**src/rtl/uart_rx_pkg.sv**
```systemverilog
// Shared types and constants for the UART receive path.
// Parameter defaults and the half-bit mid-sample offset live here.
package uart_rx_pkg;

    typedef enum logic [2:0] {
        IDLE,
        START_CHK,
        DATA,
        STOP,
        LOAD
    } rx_state_t;

    localparam int DEFAULT_NUM_DATA_BITS = 8;
    localparam int DEFAULT_CLKS_PER_BIT  = 10;
    localparam int DEFAULT_HALF_BIT      = DEFAULT_CLKS_PER_BIT / 2;

    function automatic int half_bit_count(input int clks_per_bit);
        return clks_per_bit / 2;
    endfunction

endpackage

```
**src/rtl/uart_rx_core_flex_stp_sr.sv**
```systemverilog
// Serial-to-parallel shift register, preset to all ones.
// SHIFT_MSB=0 shifts right (new bit at MSB); SHIFT_MSB=1 shifts left (new bit at LSB).
module flex_stp_sr #(
    parameter int NUM_BITS  = 8,
    parameter bit SHIFT_MSB = 1'b1
) (
    input  logic                clk,
    input  logic                n_rst,
    input  logic                shift_enable,
    input  logic                serial_in,
    output logic [NUM_BITS-1:0] parallel_out
);

    always_ff @(posedge clk or negedge n_rst) begin
        if (!n_rst) begin
            parallel_out <= '1;
        end else if (shift_enable) begin
            if (SHIFT_MSB) begin
                parallel_out <= {parallel_out[NUM_BITS-2:0], serial_in};
            end else begin
                parallel_out <= {serial_in, parallel_out[NUM_BITS-1:1]};
            end
        end
    end

endmodule

```
**src/rtl/uart_rx_core.sv**
```systemverilog
// UART receiver: synchronises the line, mid-bit samples one frame and
// publishes it with data_ready plus overrun and framing status.
//
// state     | meaning
// IDLE      | waiting for a falling edge on the synchronised line
// START_CHK | waiting half a bit to confirm the start bit (else glitch)
// DATA      | sampling one data bit per bit period
// STOP      | sampling the stop bit
// LOAD      | one cycle to commit the frame or flag a framing error
module uart_rx_core
    import uart_rx_pkg::*;
#(
    parameter int NUM_DATA_BITS = DEFAULT_NUM_DATA_BITS,
    parameter int CLKS_PER_BIT  = DEFAULT_CLKS_PER_BIT,
    parameter bit LSB_FIRST     = 1'b1
) (
    input  logic                     clk,
    input  logic                     n_rst,
    input  logic                     serial_in,
    input  logic                     data_read,
    output logic [NUM_DATA_BITS-1:0] rx_data,
    output logic                     data_ready,
    output logic                     overrun_error,
    output logic                     framing_error
);

    localparam int TW = $clog2(CLKS_PER_BIT);
    localparam int CW = $clog2(NUM_DATA_BITS + 1);
    localparam logic [TW-1:0] HALF_M1  = TW'(half_bit_count(CLKS_PER_BIT) - 1);
    localparam logic [TW-1:0] FULL_M1  = TW'(CLKS_PER_BIT - 1);
    localparam logic [CW-1:0] LAST_BIT = CW'(NUM_DATA_BITS - 1);

    rx_state_t state, state_nxt;
    logic [TW-1:0] timer, timer_nxt;
    logic [CW-1:0] bit_cnt, bit_cnt_nxt;
    logic stop_bit, stop_bit_nxt;
    logic sync_meta, sync_out, sync_hist;
    logic edge_evt, shift_en, fe_clr, load_evt;
    logic [NUM_DATA_BITS-1:0] shift_data;

    always_ff @(posedge clk or negedge n_rst) begin
        if (!n_rst) begin
            sync_meta <= 1'b1;
            sync_out  <= 1'b1;
            sync_hist <= 1'b1;
        end else begin
            sync_meta <= serial_in;
            sync_out  <= sync_meta;
            sync_hist <= sync_out;
        end
    end

    assign edge_evt = !sync_out && sync_hist;

    always_ff @(posedge clk or negedge n_rst) begin
        if (!n_rst) begin
            state    <= IDLE;
            timer    <= '0;
            bit_cnt  <= '0;
            stop_bit <= 1'b1;
        end else begin
            state    <= state_nxt;
            timer    <= timer_nxt;
            bit_cnt  <= bit_cnt_nxt;
            stop_bit <= stop_bit_nxt;
        end
    end

    always_comb begin
        state_nxt    = state;
        timer_nxt    = timer;
        bit_cnt_nxt  = bit_cnt;
        stop_bit_nxt = stop_bit;
        shift_en     = 1'b0;
        fe_clr       = 1'b0;
        load_evt     = 1'b0;
        case (state)
            IDLE: begin
                timer_nxt   = '0;
                bit_cnt_nxt = '0;
                if (edge_evt) state_nxt = START_CHK;
            end
            START_CHK: begin
                timer_nxt = timer + 1'b1;
                if (timer == HALF_M1) begin
                    // Timer restarts here so later samples fall mid-bit.
                    timer_nxt = '0;
                    if (sync_out) begin
                        state_nxt = IDLE;
                    end else begin
                        fe_clr    = 1'b1;
                        state_nxt = DATA;
                    end
                end
            end
            DATA: begin
                timer_nxt = (timer == FULL_M1) ? '0 : timer + 1'b1;
                if (timer == FULL_M1) begin
                    shift_en    = 1'b1;
                    bit_cnt_nxt = bit_cnt + 1'b1;
                    if (bit_cnt == LAST_BIT) state_nxt = STOP;
                end
            end
            STOP: begin
                timer_nxt = (timer == FULL_M1) ? '0 : timer + 1'b1;
                if (timer == FULL_M1) begin
                    stop_bit_nxt = sync_out;
                    state_nxt    = LOAD;
                end
            end
            LOAD: begin
                load_evt  = 1'b1;
                state_nxt = IDLE;
            end
            default: state_nxt = IDLE;
        endcase
    end

    flex_stp_sr #(
        .NUM_BITS (NUM_DATA_BITS),
        .SHIFT_MSB(LSB_FIRST ? 1'b0 : 1'b1)
    ) u_sr (
        .clk         (clk),
        .n_rst       (n_rst),
        .shift_enable(shift_en),
        .serial_in   (sync_out),
        .parallel_out(shift_data)
    );

    always_ff @(posedge clk or negedge n_rst) begin
        if (!n_rst) begin
            rx_data       <= '1;
            data_ready    <= 1'b0;
            overrun_error <= 1'b0;
            framing_error <= 1'b0;
        end else begin
            if (data_read && data_ready) begin
                data_ready    <= 1'b0;
                overrun_error <= 1'b0;
            end
            if (fe_clr) framing_error <= 1'b0;
            if (load_evt) begin
                if (stop_bit) begin
                    rx_data    <= shift_data;
                    data_ready <= 1'b1;
                    if (data_ready && !data_read) overrun_error <= 1'b1;
                end else begin
                    framing_error <= 1'b1;
                end
            end
        end
    end

endmodule

```
**config.mk**
```make
export PLATFORM = sky130hd
export DESIGN_NAME = uart_rx_core
export DESIGN_NICKNAME = d
export VERILOG_FILES = /design/src/rtl/uart_rx_pkg.sv /design/src/rtl/uart_rx_core_flex_stp_sr.sv /design/src/rtl/uart_rx_core.sv
export SDC_FILE = /design/constraint.sdc
export NUM_CORES = 1
export LEC_CHECK = 0
export CORE_MARGIN = 8
export CORE_UTILIZATION = 34
export CTS_CLUSTER_SIZE = 20
export DETAILED_ROUTE_END_ITERATION = 8
export PLACE_DENSITY_LB_ADDON = 0.1
export SYNTH_ARGS = -nofsm -noshare
export SYNTH_HDL_FRONTEND = slang
export SYNTH_SLANG_ARGS = --single-unit
```
**constraint.sdc**
```tcl
create_clock -name clk -period 4.7 [get_ports clk]
set_clock_uncertainty 0.15 [all_clocks]
set_input_delay 0.94 -clock clk [delete_from_list [all_inputs] [get_ports clk]]
set_output_delay 0.94 -clock clk [all_outputs]
set_load 0.01 [all_outputs]
```
==> results.txt <==
- Launch point of the worst hold path: sync_meta
- Port-buffer cells: 14
- Peak VDD IR: 0.0002023 V
- Portion of netlist area occupied by mux cells: 0.1502
* Cell chosen for the clock root: sky130_fd_sc_hd__clkbuf_8
- Number of synthesized flops with an enable pin: 0
- Before CTS, the worst setup slack after placement is 2.179 ns.
- Synthesis produced a netlist with a net count of 128.
- Required time of the worst setup path: 3.61 ns
- Final HPWL from detailed placement: 2001 µm
* Dominant cells by area after synthesis: sky130_fd_sc_hd__dfstp_2 34%, sky130_fd_sc_hd__dfrtp_1 23%, sky130_fd_sc_hd__mux2_4 7.8%
- Among all flip-flop cells after synthesis, the most frequent one is sky130_fd_sc_hd__dfstp_2.
- The startpoint identified for the worst register-to-register timing path is timer[1].
- Yosys printed 0 warnings.
- The area fraction in compound gates after synthesis is 0.07593.
* First-pass GRT wire length: 4988 µm
- Area of all placed cells without fillers: 1828 µm²
- Share of final-layout standard cells stronger than drive strength 1: 0.3768
* Number of standard cells after synthesis: 120
* Maximum buffer depth of the clock tree: 2
- Post-layout net count: 145
- Number of failing setup endpoints in the final timing report: 0
- Arrival @ worst endpoint: 1.34 ns
- For this design the ratio of total power to cell area is 368.4 nW/µm².
* Cell taking the most area after synthesis: sky130_fd_sc_hd__dfstp_2
* Total area of sequential cells: 875.8 µm²
- Post-synthesis instance area: 1549 µm²
- The kind of cell with the highest combined delay along the critical path is flip-flops.
- Headroom to the max-slew limit came out at 0.3809.
* Maximum cell stage delay along the critical path: 0.53 ns
- The number of cells on the worst reg-to-reg path is 5.
* Total of max-cap violations: 0
* Largest family of logic cells by synthesized area: multiplexers
- The share of synthesized area in the top cell type comes to 0.3393.
- The die covers 6971 µm².
- The clock drives 34 sinks.
- Post-route setup TNS: 0 ns
* Cell area reported after detailed placement: 1737 µm²
* Pin count of the biggest net entering global routing: 22
- The path class of the tightest hold or removal check is reg -> reg.
- sky130_fd_sc_hd__dfstp_2 is the most common cell in the netlist.
- The critical path starts at rx_data[4].
- Per-instance average area after synthesis: 12.91 µm²
- Slew @ Worst Pin: 0.9258 ns
- In the synthesized netlist the async set-or-reset flop fraction comes to 1.000.
- Starting utilization of the core area: 0.3533
- Number of gates resized after cts: 0
- Of the synthesized area, sequential elements account for 0.5654.
- Largest fanout on the critical path: 2
- Number of instances on the worst hold path: 0
* Yosys cell types: 37
- Final critical delay including setup and external delays: 2.426 ns
* Synth Register Bits: 34
- Average via count per standard cell: around 5.2
- The worst setup path is captured at an output pin.
- The run finished with clean final reports.
* Drc violations: 0
- Total count of max-transition violations in the final report: 0
- The number of endpoints with negative hold slack in the final report was 0.
- The routed layout has about 980 vias.
- Overall power consumption after layout is estimated at between 600 and 700 µW.
* Portion of the clock cycle consumed by the worst path in the final layout: 0.5161
- The die is 83.50 µm wide.
- Post-synthesis xor/xnor area fraction: 0
* Total global-route track usage: 0.08626
- Number of buffers added for setup after CTS: 0
- From bottom edge to top edge, the die measures 83.50 µm.
- Cts-stage hold buffer count: 0
* Grt total ovfl: 0
- The congestion estimate from routability-driven global placement came to 0.7443.
- Row generation in the floorplan step produced 24 rows.
- Routed WL: 2849 µm
- Inserted Clock Buffers: 5
* Max H-tree Level: 2
- The core region is 4384 µm².
- CP max-delay cell: sky130_fd_sc_hd__dfstp_2
- Drt pass-1 iters: 4
* TritonCTS clock tree: yes
- Summing all multi-input logic gate instances after layout gives 621.8 µm².
- The analysis attributes to cell leakage a power of 0.7646 nW.
- Of the total synthesized cell area, the portion taken by AND, OR, NAND and NOR gates is 0.1389.
- The number of antenna violations at the first check in global routing came to 0.
- Crit path cell chain: clkdlybuf4s50_1
- Counting both buffers and inverters, the worst setup path holds a total of 1.
- Insertion delay of the later-clocked pin in the worst-skew pair: roughly 0.27 ns
* Routed Antenna Nets: 0
- Worst hold-check slack: roughly 0.21 ns
* Number of inserted diodes: 0
- The via count of the first global-routing pass was 1010.
- After detailed routing, the average wire length per cell comes to roughly 15 µm.
- Fillers: 421
- The critical path is of the reg -> out type.
- In this run the number of cells on the critical path is 1.
* Maximum clock frequency: roughly 410 MHz
- Clock input transition at the sequential cells of the worst setup and hold paths: 0.07 ns
- Of the total synthesized cell area, the portion taken by full adders, half adders and majority gates is 0.03231.
- STA classifies the critical path startpoint as a register.
- Pin placement for this block handled 15 I/O pins.
* Layout area overhead: 18.01%
- In the post-route analysis, the smallest setup slack over all paths is about 2.3 ns.
* Unrepaired setup endpoints after global routing: false
- Cell types with the highest counts after synthesis: 20 x sky130_fd_sc_hd__dfstp_2, 14 x sky130_fd_sc_hd__dfrtp_1, 10 x sky130_fd_sc_hd__mux2_2, 8 x sky130_fd_sc_hd__mux2_4, 6 x sky130_fd_sc_hd__nand2_1
* Initial DRC Count: 69
[worst paths after layout]
path	endpoint	slack, ns
setup / recovery	rx_data[4]	2.27
hold / removal	sync_out	0.21
setup reg to reg	u_sr.parallel_out[6]	2.63
hold reg to reg	sync_out	0.21
max in group asynchronous	u_sr.parallel_out[5]	2.56
min in group asynchronous	bit_cnt[2]	1.03
[cell usage in the layout (no fill, tap or decap), types with 4 or more instances in the layout]
cell type	count
sky130_fd_sc_hd__dfstp_2	20
sky130_fd_sc_hd__dfrtp_1	14
sky130_fd_sc_hd__clkdlybuf4s50_1	14
sky130_fd_sc_hd__mux2_2	10
sky130_fd_sc_hd__mux2_4	8
sky130_fd_sc_hd__nand2_1	6
sky130_fd_sc_hd__clkbuf_8	6
sky130_fd_sc_hd__inv_1	5
sky130_fd_sc_hd__a21oi_1	5
sky130_fd_sc_hd__nand3_1	5
sky130_fd_sc_hd__nor2_1	4
sky130_fd_sc_hd__ha_1	4
[routing by layer]
layer	vias up	track usage	share of wire
met5	-	0	0
met4	0	0.03297	0.0056
met3	2	0.03613	0.052
met2	15	0.1209	0.44
met1	498	0.1140	0.50
li1	469	-	-
[through the flow]
stage                     cells    util
after CTS                   190  0.4170
after floorplan             120       -
after detailed placement    182  0.3961
final                       190  0.4170
after global routing        190  0.4170
after global placement      182  0.3961
[flip-flops by register name (all words and copies together), names as in the netlist, named ones only]
register and flops:
sync_out 1, bit_cnt 4, u_sr.parallel_out 8, framing_error 1
sync_meta 1, stop_bit 1, data_ready 1, sync_hist 1
rx_data 8, state 3, timer 4
[area by class of cell]
| cell class | count | area share |
|---|---|---|
| timing repair buffer | 16 | 0.08487 |
| clock inverter | 1 | 0.002738 |
| inverter | 5 | 0.01027 |
| multi-input combinational | 75 | 0.3402 |
| tap | 52 | 0.03559 |
| sequential | 34 | 0.4791 |
| clock buffer | 7 | 0.04723 |
[kinds of logic (layout without fill, tap and decap cells)]
logic type               after synthesis  in the layout
AO/OA/AOI/OAI                         17             17
adder cells (fa/ha/maj)                4              4
buffers and inverters                 11             29
flip-flops                            34             34
multiplexers                          18             18
AND/OR/NAND/NOR                       36             36
[power by group]
part / leakage, nW / total [mW] / internal, mW / switching, mW
registers: 0.392 / 0.357 / 0.313 / 0.0439
clock network: 0.0482 / 0.216 / 0.118 / 0.0980
logic: 0.324 / 0.101 / 0.0455 / 0.0554
total: 0.765 / 0.674 / 0.476 / 0.197
Power figures use the tool's default switching activity.
